## config.mk

```make
export PLATFORM = sky130hd
export DESIGN_NAME = ucode_sequencer
export DESIGN_NICKNAME = d
export VERILOG_FILES = /design/src/rtl/ucode_sequencer.sv
export SDC_FILE = /design/constraint.sdc
export NUM_CORES = 1
export LEC_CHECK = 0
export CORE_MARGIN = 3
export CORE_UTILIZATION = 32
export CTS_CLUSTER_DIAMETER = 40
export DETAILED_ROUTE_END_ITERATION = 16
export GPL_TIMING_DRIVEN = 1
export HOLD_SLACK_MARGIN = 0.15
export PLACE_DENSITY = 0.83
export SETUP_SLACK_MARGIN = 0.2
export SLEW_MARGIN = 20
export SYNTH_ARGS = -nofsm -noshare
export SYNTH_HDL_FRONTEND = slang
export SYNTH_SLANG_ARGS = --single-unit
```

## constraint.sdc

```tcl
create_clock -name clk -period 1.35 [get_ports clk]
set_input_delay 0.2025 -clock clk [delete_from_list [all_inputs] [get_ports clk]]
set_output_delay 0.2025 -clock clk [all_outputs]
set_load 0.02 [all_outputs]
```

## src/rtl/ucode_sequencer.sv

```systemverilog
// ucode_sequencer
//   Microcode sequencer. A micro-PC (upc) addresses an external combinational
//   microcode ROM; the returned microword picks the next micro-address
//   (sequential, opcode dispatch, conditional/unconditional jump, or back to
//   the fetch entry) and drives the datapath strobes, selects and immediates.
//   Every microstep takes two cycles: a step phase (0) and a commit phase (1).
//   State advances on the falling edge of clk.
//
// Ports
//   clk        in   system clock (state updates on negedge)
//   reset      in   asynchronous active-low reset
//   instr      in   IR contents
//   urom_data  in   microword at uaddr
//   mem_ready  in   memory handshake, 1 = access complete
//   cond_in    in   datapath condition for conditional microbranches
//   uaddr      out  ROM address (the micro-PC)
//   phase      out  0 = step phase, 1 = commit phase
//   MAR_LOAD, IR_LOAD, MDR_LOAD, REG_LOAD, RAM_LOAD, INCR_PC
//              out  phase-gated load strobes
//   REGR0S, REGR1S, REGWS
//              out  resolved register selects
//   IRimm      out  selected 13-bit immediate
//   ALUfunc    out  ALU function
//   misc       out  pass-through control bits
//   stall      out  holding in commit phase waiting for mem_ready
module ucode_sequencer #(
  parameter int IW         = 16,
  parameter int UAW        = 8,
  parameter int RSW        = 3,
  parameter int FETCH_ADDR = 2,
  parameter int DISP_BASE  = 0
) (
  input  logic               clk,
  input  logic               reset,
  input  logic [IW-1:0]      instr,
  input  logic [UAW+31:0]    urom_data,
  input  logic               mem_ready,
  input  logic               cond_in,
  output logic [UAW-1:0]     uaddr,
  output logic               phase,
  output logic               MAR_LOAD,
  output logic               IR_LOAD,
  output logic               MDR_LOAD,
  output logic               REG_LOAD,
  output logic               RAM_LOAD,
  output logic               INCR_PC,
  output logic [RSW-1:0]     REGR0S,
  output logic [RSW-1:0]     REGR1S,
  output logic [RSW-1:0]     REGWS,
  output logic [12:0]        IRimm,
  output logic [2:0]         ALUfunc,
  output logic [3:0]         misc,
  output logic               stall
);

  typedef enum logic [1:0] {
    NXT_SEQ      = 2'd0,
    NXT_DISPATCH = 2'd1,
    NXT_JUMP     = 2'd2,
    NXT_FETCH    = 2'd3
  } nxt_t;

  typedef enum logic {
    PH_STEP   = 1'b0,
    PH_COMMIT = 1'b1
  } phase_t;

  // Register-select resolution: codes 8..11 pull a field out of the IR,
  // anything else is a literal register number.
  function automatic logic [RSW-1:0] reg_sel(input logic [3:0] code,
                                             input logic [8:0] ir);
    case (code)
      4'd8:    reg_sel = RSW'(ir[8:6]);
      4'd9:    reg_sel = RSW'(ir[5:3]);
      4'd10:   reg_sel = RSW'(ir[2:0]);
      4'd11:   reg_sel = RSW'({1'b0, ir[1:0]});
      default: reg_sel = RSW'(code);
    endcase
  endfunction

  // Immediate selection. Code 3 is a small signed table of powers of two
  // indexed by IR[8:6], used for stack/pointer adjustments.
  function automatic logic [12:0] imm_sel(input logic [1:0]  sel,
                                          input logic [12:0] ir);
    logic signed [12:0] tbl;
    case (ir[8:6])
      3'd0:    tbl = 13'sd1;
      3'd1:    tbl = 13'sd2;
      3'd2:    tbl = 13'sd4;
      3'd3:    tbl = 13'sd8;
      3'd4:    tbl = -13'sd8;
      3'd5:    tbl = -13'sd4;
      3'd6:    tbl = -13'sd2;
      default: tbl = -13'sd1;
    endcase
    case (sel)
      2'd0:    imm_sel = {6'b0, ir[8:2]};
      2'd1:    imm_sel = {3'b0, ir[12:3]};
      2'd2:    imm_sel = ir;
      default: imm_sel = tbl;
    endcase
  endfunction

  logic [UAW-1:0] upc;
  phase_t         ph;
  logic           run;

  // Microword fields
  logic [UAW-1:0] target;
  nxt_t           nxt_sel;
  logic           wait_en;
  logic           cond_en;
  logic [5:0]     strobe_bits;
  logic           unused_rsvd;

  assign target      = urom_data[UAW+31:32];
  assign nxt_sel     = nxt_t'(urom_data[31:30]);
  assign wait_en     = urom_data[29];
  assign cond_en     = urom_data[28];
  assign strobe_bits = urom_data[13:8];
  assign unused_rsvd = urom_data[4];

  // Long opcodes (IR[15]=1) use six bits, short opcodes use two.
  logic [5:0]     opcode;
  logic [UAW-1:0] upc_inc;
  logic [UAW-1:0] upc_nxt;

  assign opcode  = instr[15] ? instr[14:9] : {4'b0, instr[14:13]};
  assign upc_inc = upc + UAW'(1);

  always_comb begin
    upc_nxt = upc_inc;
    case (nxt_sel)
      NXT_SEQ:      upc_nxt = upc_inc;
      NXT_DISPATCH: upc_nxt = UAW'(DISP_BASE) + UAW'(opcode);
      NXT_JUMP:     upc_nxt = (!cond_en || cond_in) ? target : upc_inc;
      NXT_FETCH:    upc_nxt = UAW'(FETCH_ADDR);
      default:      upc_nxt = upc_inc;
    endcase
  end

  // A waiting microstep parks in the commit phase until memory answers.
  assign stall = (ph == PH_COMMIT) & wait_en & ~mem_ready;

  // Sequencer state: run goes high on the first falling edge out of reset,
  // so the step phase that precedes it never emits a strobe.
  always_ff @(negedge clk or negedge reset) begin
    if (!reset) begin
      upc <= UAW'(FETCH_ADDR);
      ph  <= PH_STEP;
      run <= 1'b0;
    end else begin
      run <= 1'b1;
      if (ph == PH_STEP) begin
        ph <= PH_COMMIT;
      end else if (!stall) begin
        ph  <= PH_STEP;
        upc <= upc_nxt;
      end
    end
  end

  assign uaddr = upc;
  assign phase = (ph == PH_COMMIT);

  // Address/data register loads happen in the commit phase; IR, register
  // file, RAM and PC updates happen in the step phase.
  assign MAR_LOAD = run &  phase & strobe_bits[5];
  assign IR_LOAD  = run & ~phase & strobe_bits[4];
  assign MDR_LOAD = run &  phase & strobe_bits[3];
  assign REG_LOAD = run & ~phase & strobe_bits[2];
  assign RAM_LOAD = run & ~phase & strobe_bits[1];
  assign INCR_PC  = run & ~phase & strobe_bits[0];

  assign REGR0S  = reg_sel(urom_data[27:24], instr[8:0]);
  assign REGR1S  = reg_sel(urom_data[23:20], instr[8:0]);
  assign REGWS   = reg_sel(urom_data[19:16], instr[8:0]);
  assign IRimm   = imm_sel(urom_data[15:14], instr[12:0]);
  assign ALUfunc = urom_data[7:5];
  assign misc    = urom_data[3:0];

endmodule

```

* Word level (Yosys, flattened, before mapping)
Cells that the tools add are included.
** Cells by class
- Add/sub/neg operators :: 1
- Multiply operators :: 0
- Div/mod/pow operators :: 0
- $lt $le $gt $ge :: 0
- Equal/unequal tests :: 23
- Shift operators :: 0
- Muxes and demuxes :: 10
- Bitwise operators :: 13
- Reductions and logical operators :: 6
** Operators by type and width (number)
- 13-bit one-hot mux with 7 select lines :: 1
- 4-bit == test (second input constant) :: 12
- 13-bit one-hot mux with 3 select lines :: 1
- 3-bit one-hot mux with 4 select lines :: 3
- 8-bit one-hot mux with 4 select lines :: 1
- 1-bit bitwise AND :: 10
- 3-bit == test (second input constant) :: 3
- 8-bit by 1-bit adder with 8-bit output (second input constant) :: 1
- 8-bit two-way mux :: 1
- 2-bit == test (second input constant) :: 3
- 3-bit by 2-bit == test with 1-bit output (second input constant) :: 2
- 6-bit two-way mux :: 1
- 2-bit by 1-bit == test with 1-bit output (second input constant) :: 2
- 2-bit logical NOT :: 2
- 3-bit by 1-bit == test with 1-bit output (second input constant) :: 1
- 3-bit logical NOT :: 1
- 1-bit NOT :: 3
- 1-bit two-way mux :: 2
- 2-bit AND reduction :: 1
- 1-bit logical NOT :: 1
- 1-bit logical OR :: 1
** Word-level totals
- Register bits after elaboration :: 10
- Latch bits :: 0
- Bits in writable memories :: 0
- ROM bits :: 0
- Input bits :: 60
- Output and inout port bits :: 45
- Word-level logic and storage cells :: 56
- Memories :: 0

* Depth between registers and ports, before layout
Gate-level depths: netlist of the first run.
- Depth in word-level cells :: 4
- Depth in mapped cells :: 5
- Mapped depth without buffers :: 5

==> impl_metrics.env, run 1 <==
export IMPL_mostFrequentLayoutCells="buf_6, buf_4, clkdlybuf4s50_1, buf_2"
export IMPL_vias=2469
export IMPL_wl_per_cell_um=23.1
export IMPL_slew_headroom_pct=64.6
export IMPL_die_area_um2=5420
export IMPL_crit_required_ns=1.15
export IMPL_start_kind="flop"
export IMPL_grt_pass1_wl_mm=11.5
export IMPL_peakVddDrop_mv=0.682
export IMPL_cts_sinks=10
export IMPL_tightest_slew_ns=0.528
export IMPL_finClkSkew_ns=0.0494
export IMPL_violations="negative setup slack"
export IMPL_dp_hpwl_mm=5.01
export IMPL_synth_edf_count=0
export IMPL_top_layer="met4"
export IMPL_synth_avg_cell_area_um2=7.70
export IMPL_gr_total_overflow=0
export IMPL_drt_wl_total_mm=9.28
export IMPL_holdPathStages=0
export IMPL_synth_yosys_warnings=0
export IMPL_crit_buf_inv=2
export IMPL_wl_met3_um=743
export IMPL_path_clk_slew_ns=0.04
export IMPL_mostFrequentLayoutCell="buf_6"
export IMPL_power_density_nw_per_um2=689
export IMPL_htreeDepth=1
export IMPL_cp_startpoint="phase$_DFF_NN0_"
export IMPL_path_cells="buf_4, buf_2"
export IMPL_synth_nets=251
export IMPL_timing_rr_end="uaddr[4]$_DFFE_NN0P_"
export IMPL_syn_inst=190
export IMPL_wl_met1_mm=3.46
export IMPL_drt_pass1_iterations=5
export IMPL_cp_max_fo=5
export IMPL_areaGrowthSynthToFinish_pct=145
export IMPL_synthArstFlopShare_pct=100
export IMPL_drt_iter0_markers=194
export IMPL_die_width_um=73.6
export IMPL_hold_path_class="input port to output port"
export IMPL_track_usage_pct=27.4
export IMPL_netlist_area_um2=1460
export IMPL_grt_max_degree=13
export IMPL_crit_path_end_kind="output port"
export IMPL_cts_buffers=3
export IMPL_critical_path_arrival_ns=1.82
export IMPL_core_area_um2=4200
export IMPL_num_rows=23
export IMPL_cts_tree="built"
export IMPL_pre_cts_slack_ns=-0.925
export IMPL_antenna_left=0
export IMPL_chipHeight_um=73.6
export IMPL_n_antenna_cell=0
export IMPL_max_cap_viol_count=0
export IMPL_fin_util_pct=85.4
export IMPL_finalSetupViolCount=40
export IMPL_hold_viol=0
export IMPL_antenna_found_initial=0
export IMPL_wl_met2_mm=4.76
export IMPL_vias_per_cell=6.16
export IMPL_status="finished, violations left"
export IMPL_nNetsFinal=413
export IMPL_ff2ff_path_depth=6
export IMPL_slowest_delay_ns=0.51
export IMPL_synthFlopType="dfrtn_1"
export IMPL_cts_buffer_depth=2
export IMPL_start_util_pct=34.8
export IMPL_timing_rr_start="uaddr[1]$_DFFE_NN1P_"
export IMPL_final_cell_area_um2=3590
export IMPL_place_congestion=0.962
export IMPL_synth_cell_types=51
export IMPL_clk_latency_ns=0.30
export IMPL_crit_slowest_cell="dfrtn_1"
export IMPL_ys_ff_latch=10
export IMPL_path_depth=2
export IMPL_cp_top_family="flip-flops"
export IMPL_ys_seq_area_share_pct=17.2
export IMPL_io_buffer_count=89
export IMPL_drc=0
export IMPL_drv_slew=0
export IMPL_endpoint="phase"
export IMPL_rsz0062_at_grt="true"
export IMPL_finalWorstSetupSlack_ns=-0.670
export IMPL_drive_gt1_share_pct=65.5
export IMPL_place_area_um2=2820
export IMPL_p_leak_nw=1.67
export IMPL_path_class="flop to output port"
export IMPL_r2r_slack_ns=-0.43
export IMPL_io_pins=105
export IMPL_grt_pass1_vias=2264
export IMPL_cts_root_buf="clkbuf_8"
==> Yosys cell counts, drive strengths merged, types with 2 or more instances <==
master | instances | share of area (%)
and2 | 6 | 2.7
mux2i | 6 | 4.1
dfrtn | 9 | 15
nand3b | 4 | 2.1
a21boi | 3 | 1.5
nor2b | 7 | 3.0
a21oi | 14 | 4.8
and4b | 3 | 2.1
nand3 | 4 | 1.4
and3 | 2 | 0.86
mux4 | 4 | 6.2
nand2b | 10 | 4.8
and4 | 2 | 1.2
a21o | 6 | 3.1
nor4bb | 2 | 1.4
o21ai | 19 | 6.5
nor2 | 12 | 3.1
a221oi | 2 | 1.2
a211oi | 5 | 2.6
inv | 7 | 1.8
a22o | 5 | 3.0
buf | 17 | 7.4
nand2 | 11 | 3.0
o31a | 2 | 1.2
o31ai | 8 | 4.1
==> layer usage <==
metal  up-vias  track usage (%)
met5         -                0
met4         0             7.04
met3        37             4.10
met2       184             48.8
met1      1213             34.0
li1       1035                -
==> timing repair <==
action                                  4_1_cts  5_1_grt
endpoints found under the setup margin       47       47
cloned                                        1        0
resized for setup                           387       70
pin swaps                                    31       28
buffers inserted                             21       14
hold buffers                                  0        0
hold endpoints to repair                      0        0
==> sequential cells by signal, indices dropped and copies added, names as in the netlist <==
signal  cells
uaddr       8
phase       1
run         1
==> kinds of logic (layout without fill, tap and decap cells) <==
kind of cell    count (synthesis)  count (layout)  synth area share, %
compound gates                 71              71                 31.7
xor+xnor                        1               1                0.599
fa+ha+maj                       1               1                0.855
buf+inv                        25             185                 9.58
flops                          10              10                 17.2
mux                            11              11                 11.0
other cells                     1               1                0.256
simple gates                   70              71                 28.8
==> area by class of cell <==
| class | count | area, um^2 |
|---|---|---|
| Clock buffer | 4 | 45.0 |
| Clock inverter | 1 | 3.75 |
| Fill cell | 185 | 613 |
| Sequential cell | 10 | 251 |
| Inverter | 6 | 27.5 |
| Tap cell | 50 | 62.6 |
| Multi-Input combinational cell | 156 | 1520 |
| Timing Repair Buffer | 174 | 1670 |
==> worst min-delay path by stage <==
stage | startpoint | to | slack (ns)
floorplan | reset | phase$_DFF_NN0_ | 0.47
global placement | urom_data[2] | misc[2] | 0.41
detailed placement | urom_data[2] | misc[2] | 0.41
CTS | urom_data[2] | misc[2] | 0.41
global route | urom_data[0] | misc[0] | 0.41
finish | urom_data[6] | ALUfunc[1] | 0.41
==> report_power, final <==
| group | total, W | internal, W | switching [W] | leakage (nW) |
|---|---|---|---|---|
| combinational | 0.00170 | 0.000878 | 0.000824 | 1.52 |
| sequential | 0.000415 | 0.000366 | 0.0000492 | 0.123 |
| clock | 0.000354 | 0.000212 | 0.000143 | 0.0281 |
==> through the flow <==
stage | instances | hold WS, ns | setup TNS, ns | total power [W]
after global placement | 361 | 0.405 | -35.35 | 0.00169
after floorplan | 190 | 0.473 | -6.07 | 0.00106
final | 401 | 0.405 | -14.15 | 0.00247
after CTS | 387 | 0.405 | -13.30 | 0.00219
after global routing | 401 | 0.405 | -15.27 | 0.00255
after detailed placement | 361 | 0.405 | -36.13 | 0.00171
No activity file was read; power rests on OpenSTA's default activity.
==> inputs of run 2 (changes only) <==
--- a/config.mk
+++ b/config.mk
@@ -8,10 +8,11 @@
 export CORE_MARGIN = 3
 export CORE_UTILIZATION = 32
 export CTS_CLUSTER_DIAMETER = 40
+export CTS_CLUSTER_SIZE = 10
 export DETAILED_ROUTE_END_ITERATION = 16
 export GPL_TIMING_DRIVEN = 1
 export HOLD_SLACK_MARGIN = 0.15
-export PLACE_DENSITY = 0.83
+export PLACE_DENSITY = 0.9
 export SETUP_SLACK_MARGIN = 0.2
 export SLEW_MARGIN = 20
 export SYNTH_ARGS = -nofsm -noshare
==> run 2 against run 1 <==
Effect of this change:
- the flow still finishes with violations (negative setup slack)
- register-to-register slack improved by 0.05 ns
- sequential cell count unchanged
- sequential power is 1% higher
- total power increased by 12%
- non-clock buffer count rose by 2
==> impl_metrics.env, run 2 (same netlist as run 1, synthesis figures left out) <==
export IMPL_status="finished, violations left"
export IMPL_violations="negative setup slack"
export IMPL_gr_total_overflow=0
export IMPL_cts_buffer_depth=2
export IMPL_finalSetupViolCount=35
export IMPL_antenna_found_initial=0
export IMPL_grt_pass1_wl_mm=13.2
export IMPL_dp_hpwl_mm=4.93
export IMPL_die_area_um2=5420
export IMPL_path_class="flop to output port"
export IMPL_p_int_w=0.00161
export IMPL_htreeDepth=1
export IMPL_min_from="urom_data[5]"
export IMPL_p_leak_nw=1.75
export IMPL_critical_path_arrival_ns=1.85
export IMPL_mostFrequentLayoutCells="buf_6, buf_4, buf_2"
export IMPL_hold_path_class="input port to output port"
export IMPL_ctsHoldBuffers=0
export IMPL_cts_root_buf="clkbuf_8"
export IMPL_clk_latency_ns=0.34
export IMPL_drc=0
export IMPL_crit_path_end_kind="output port"
export IMPL_drt_iter0_markers=239
export IMPL_start_util_pct=34.8
export IMPL_nNetsFinal=416
export IMPL_drive_gt1_share_pct=71.5
export IMPL_io_pins=105
export IMPL_drt_pass1_iterations=5
export IMPL_p_sw_w=0.00117
export IMPL_mostFrequentLayoutCell="buf_6"
export IMPL_io_buffer_count=89
export IMPL_drv_slew=0
export IMPL_ff2ff_path_depth=6
export IMPL_holdPathEnd="ALUfunc[0]"
export IMPL_cts_sinks=10
export IMPL_grt_pass1_vias=2479
export IMPL_vias_per_cell=6.52
export IMPL_rsz0062_at_grt="true"
export IMPL_finClkSkew_ns=0.0749
export IMPL_holdPathStages=0
export IMPL_die_width_um=73.6
export IMPL_r2r_slack_ns=-0.38
export IMPL_peakVddDrop_mv=0.673
export IMPL_power_density_nw_per_um2=740
export IMPL_place_congestion=0.890
export IMPL_switching_share_pct=41.9
export IMPL_hold_viol=0
export IMPL_hold_ws_ns=0.405
export IMPL_track_usage_pct=32.0
export IMPL_grt_max_degree=9
export IMPL_timing_rr_start="uaddr[1]$_DFFE_NN1P_"
export IMPL_clkPwrFrac_pct=13.7
export IMPL_cts_tree="built"
export IMPL_vias=2635
export IMPL_timing_rr_end="uaddr[4]$_DFFE_NN0P_"
export IMPL_p_comb_share_pct=71.2
export IMPL_drt_wl_total_mm=10.6
export IMPL_n_antenna_cell=0
export IMPL_num_rows=23
export IMPL_p_seq_share_pct=15.1
export IMPL_areaGrowthSynthToFinish_pct=157
export IMPL_wl_per_cell_um=26.1
export IMPL_max_cap_viol_count=0
export IMPL_cts_buffers=3
export IMPL_crit_required_ns=1.15
export IMPL_cp_max_fo=4
export IMPL_power_w=0.00278
export IMPL_start_kind="flop"
export IMPL_finalWorstSetupSlack_ns=-0.699
export IMPL_chipHeight_um=73.6
export IMPL_core_area_um2=4200
export IMPL_path_clk_slew_ns=0.04
export IMPL_antenna_left=0
export IMPL_largest_reg_flops=8
==> run 2: cell count changes in the layout (fill, tap and decap cells not counted), moves of 2 or more <==
cell / previous run / this run
nand3_1: 4 / 1
nand3_2: 0 / 2
and4_4: 0 / 2
a21oi_2: 4 / 8
o21ai_2: 10 / 5
buf_6: 62 / 81
buf_4: 57 / 47
a211oi_1: 3 / 0
a211oi_2: 2 / 5
clkdlybuf4s50_1: 19 / 9
a21oi_1: 10 / 6
inv_2: 0 / 2
and4_1: 2 / 0
o21ai_1: 6 / 9
==> run 2: per-stage QoR <==
| stage | instance area [um^2] | cells | worst slack [ns] | util, % | TNS, ns |
|---|---|---|---|---|---|
| after floorplan | 1670 | 190 | -0.411 | - | -6.07 |
| after global placement | 2820 | 362 | -0.894 | 67.2 | -35.02 |
| after detailed placement | 2820 | 362 | -0.940 | 67.2 | -35.93 |
| after CTS | 3450 | 392 | -0.655 | 82.2 | -9.18 |
| after global routing | 3750 | 404 | -0.736 | 89.4 | -11.77 |
| final | 3750 | 404 | -0.699 | 89.4 | -11.15 |
==> run 2: layout make-up <==
cell class,count,area [um^2]
Fill cell,152,447
Clock inverter,1,3.75
Timing Repair Buffer,176,1770
Tap cell,50,62.6
Sequential cell,10,251
Clock buffer,4,45.0
Multi-Input combinational cell,157,1590
Inverter,6,25.0
==> run 2: worst max-delay path by stage <==
stage / startpoint / endpoint / slack (ns) / depth (start not counted)
2_1_floorplan: phase$_DFF_NN0_ / stall / -0.41 / 2
3_3_place_gp: instr[7] / IRimm[0] / -0.89 / 5
3_5_place_dp: instr[8] / REGR1S[2] / -0.94 / 7
4_1_cts: phase$_DFF_NN0_ / RAM_LOAD / -0.65 / 4
5_1_grt: phase$_DFF_NN0_ / RAM_LOAD / -0.74 / 4
6_report: phase$_DFF_NN0_ / RAM_LOAD / -0.70 / 4
==> run 2: routing by layer <==
metal,part of all wire (%),GRT usage (%),vias to the layer above
met5,0,0,-
met4,6.7,14.7,0
met3,10,5.75,73
met2,48,55.8,260
met1,35,37.5,1256
li1,-,-,1046
==> run 2: repair_timing <==
item                                    in CTS  in global routing
endpoints found under the setup margin      47                 47
cloned                                       5                  0
pin swaps                                   50                 35
buffers inserted                            21                 12
resized for setup                          460                 66
==> run 2: critical path: stages (launching register included) <==
cell     delay (ns)
dfrtn_1        0.36
buf_6          0.14
nor2b_4        0.13
and2_4         0.16
buf_6          0.11
==> run 2: power by group through the flow <==
| stage | registers, W | clock network [W] | logic (W) |
|---|---|---|---|
| 3_3_place_gp | 0.000404 | 0.00000927 | 0.00126 |
| 5_1_grt | 0.000422 | 0.000395 | 0.00204 |
| 3_5_place_dp | 0.000406 | 0.00000927 | 0.00129 |
| 2_1_floorplan | 0.000502 | 0.00000927 | 0.000549 |
| 4_1_cts | 0.000410 | 0.000352 | 0.00162 |
| 6_report | 0.000420 | 0.000382 | 0.00198 |
==> inputs of run 3 (changes only) <==
--- a/config.mk
+++ b/config.mk
@@ -10,7 +10,7 @@
 export CTS_CLUSTER_DIAMETER = 40
 export CTS_CLUSTER_SIZE = 10
 export DETAILED_ROUTE_END_ITERATION = 16
-export GPL_TIMING_DRIVEN = 1
+export GPL_TIMING_DRIVEN = 0
 export HOLD_SLACK_MARGIN = 0.15
 export PLACE_DENSITY = 0.9
 export SETUP_SLACK_MARGIN = 0.2
==> run 3 against run 2 <==
Effect of this change:
- the flow still finishes with violations (negative setup slack)
- clock power hardly changed
- hold slack better by 0.16 ns
- sequential cell count stayed put
- via count is 12% lower
- combinational power is 9% lower
- total power is 5.9% lower
- clock-buffer cell count stayed put
- first-iteration DRC count is 29% lower
- non-clock buffer count is 22 lower
- setup slack worse by 0.053 ns
- register-to-register slack worse by 0.05 ns
- critical endpoint is now INCR_PC
- largest cell class is now multi-input combinational cells
==> impl_metrics.env, run 3 (same netlist as run 1, synthesis figures left out) <==
export IMPL_grt_util_met3_pct=5.88
export IMPL_fin_util_pct=82.4
export IMPL_tightest_slew_ns=0.529
export IMPL_path_class="flop to output port"
export IMPL_gr_total_overflow=0
export IMPL_pre_cts_slack_ns=-1.02
export IMPL_vias_per_cell=6.09
export IMPL_cts_buffers=3
export IMPL_peakVddDrop_mv=0.705
export IMPL_path_clk_slew_ns=0.05
export IMPL_num_rows=23
export IMPL_antenna_left=0
export IMPL_dp_hpwl_mm=4.21
export IMPL_grt_use_met1_pct=31.5
export IMPL_io_pins=105
export IMPL_grt_max_degree=11
export IMPL_chipHeight_um=73.6
export IMPL_p_seq_share_pct=16.5
export IMPL_finalSetupViolCount=29
export IMPL_hold_ws_ns=0.569
export IMPL_drt_wl_total_mm=8.53
export IMPL_slew_headroom_pct=64.8
export IMPL_mostFrequentLayoutCell="buf_6"
export IMPL_drt_pass1_iterations=5
export IMPL_finalWorstSetupSlack_ns=-0.753
export IMPL_antenna_found_initial=0
export IMPL_drt_iter0_markers=169
export IMPL_die_width_um=73.6
export IMPL_drv_slew=0
export IMPL_status="finished, violations left"
export IMPL_p_int_w=0.00151
export IMPL_crit_path_end_kind="output port"
export IMPL_crit_required_ns=1.15
export IMPL_htreeDepth=1
export IMPL_busiest_layer="met2"
export IMPL_finClkSkew_ns=0.0488
export IMPL_cts_root_buf="clkbuf_8"
export IMPL_power_density_nw_per_um2=755
export IMPL_hold_path_class="input port to asynchronous set/reset pin"
export IMPL_max_cap_viol_count=0
export IMPL_drc=0
export IMPL_ctsHoldBuffers=0
export IMPL_wl_per_cell_um=22.4
export IMPL_p_leak_nw=1.56
export IMPL_grt_pass1_vias=2163
export IMPL_met2_usage_pct=43.4
export IMPL_areaGrowthSynthToFinish_pct=137
export IMPL_rsz0062_at_grt="true"
export IMPL_cts_buffer_depth=2
export IMPL_hold_viol=0
export IMPL_place_area_um2=2650
export IMPL_largest_reg_flops=8
export IMPL_cp_max_fo=5
export IMPL_nNetsFinal=392
export IMPL_cts_sinks=10
export IMPL_switching_share_pct=42.2
export IMPL_clk_latency_ns=0.31
export IMPL_p_sw_w=0.00110
export IMPL_start_util_pct=34.8
export IMPL_io_buffer_count=92
export IMPL_start_kind="flop"
export IMPL_track_usage_pct=25.6
export IMPL_n_antenna_cell=0
export IMPL_core_area_um2=4200
export IMPL_grt_pass1_wl_mm=10.9
export IMPL_die_area_um2=5420
export IMPL_drive_gt1_share_pct=65.5
export IMPL_clkPwrFrac_pct=14.5
export IMPL_place_congestion=0.841
export IMPL_vias=2316
export IMPL_mostFrequentLayoutCells="buf_6, buf_4, clkdlybuf4s50_1, buf_2"
export IMPL_critical_path_arrival_ns=1.90
export IMPL_nFillCells=229
export IMPL_p_comb_share_pct=68.9
export IMPL_final_cell_area_um2=3460
export IMPL_cts_tree="built"
export IMPL_violations="negative setup slack"
export IMPL_r2r_slack_ns=-0.43
## run 3: worst max-delay path: stages, from the launching register on
cell and delay (ns):
dfrtn_1 0.52, nor2b_4 0.07, buf_6 0.12, and2_4 0.13, buf_6 0.12
## run 3: final cells by class
cell class              count  area [um^2]  area share (%)
multi-input cells         155         1550            44.8
repair buffers            136         1310            37.8
flip-flops and latches     10          251            7.26
plain buffers              18          214            6.18
well taps                  50         62.6            1.81
clock buffers               4         45.0            1.30
inverters                   6         25.0           0.723
clock inverters             1         3.75           0.108
## run 3: path summary, 6_finish.rpt
| kind | cells past startpoint | end | from |
|---|---|---|---|
| max reg2reg | 7 | uaddr[4]$_DFFE_NN0P_ | uaddr[1]$_DFFE_NN1P_ |
| max in group asynchronous | 1 | uaddr[1]$_DFFE_NN1P_ | reset |
| min | 1 | phase$_DFF_NN0_ | reset |
| max | 4 | INCR_PC | phase$_DFF_NN0_ |
| min reg2reg | 3 | uaddr[7]$_DFFE_NN0P_ | uaddr[7]$_DFFE_NN0P_ |
| min in group clk | 3 | uaddr[7]$_DFFE_NN0P_ | uaddr[7]$_DFFE_NN0P_ |
## run 3: routing by layer
metal	up-vias	part of all wire, %
met5	-	0
met4	0	5.9
met3	54	9.9
met2	192	50
met1	1088	34
li1	982	-
## run 3: metrics by stage
stage / cells / setup TNS (ns) / power, W
after global routing: 380 / -12.15 / 0.00269
after floorplan: 190 / -6.07 / 0.00106
after global placement: 332 / -36.49 / 0.00158
final: 380 / -11.40 / 0.00261
after detailed placement: 332 / -37.13 / 0.00160
after CTS: 368 / -9.86 / 0.00227
## run 3: power by group through the flow
| stage | sequential [W] | combinational (W) | clock, W |
|---|---|---|---|
| 3_5_place_dp | 0.000456 | 0.00113 | 0.00000927 |
| 2_1_floorplan | 0.000502 | 0.000549 | 0.00000927 |
| 6_report | 0.000432 | 0.00180 | 0.000380 |
| 3_3_place_gp | 0.000453 | 0.00111 | 0.00000927 |
| 5_1_grt | 0.000434 | 0.00186 | 0.000396 |
| 4_1_cts | 0.000416 | 0.00152 | 0.000335 |
## run 3: timing repair
item	in CTS	in global routing
pin swaps	35	33
gates resized for setup	396	66
setup buffers	30	12
setup endpoints to repair	57	46
endpoints found under the hold margin	0	0
gates cloned	2	0
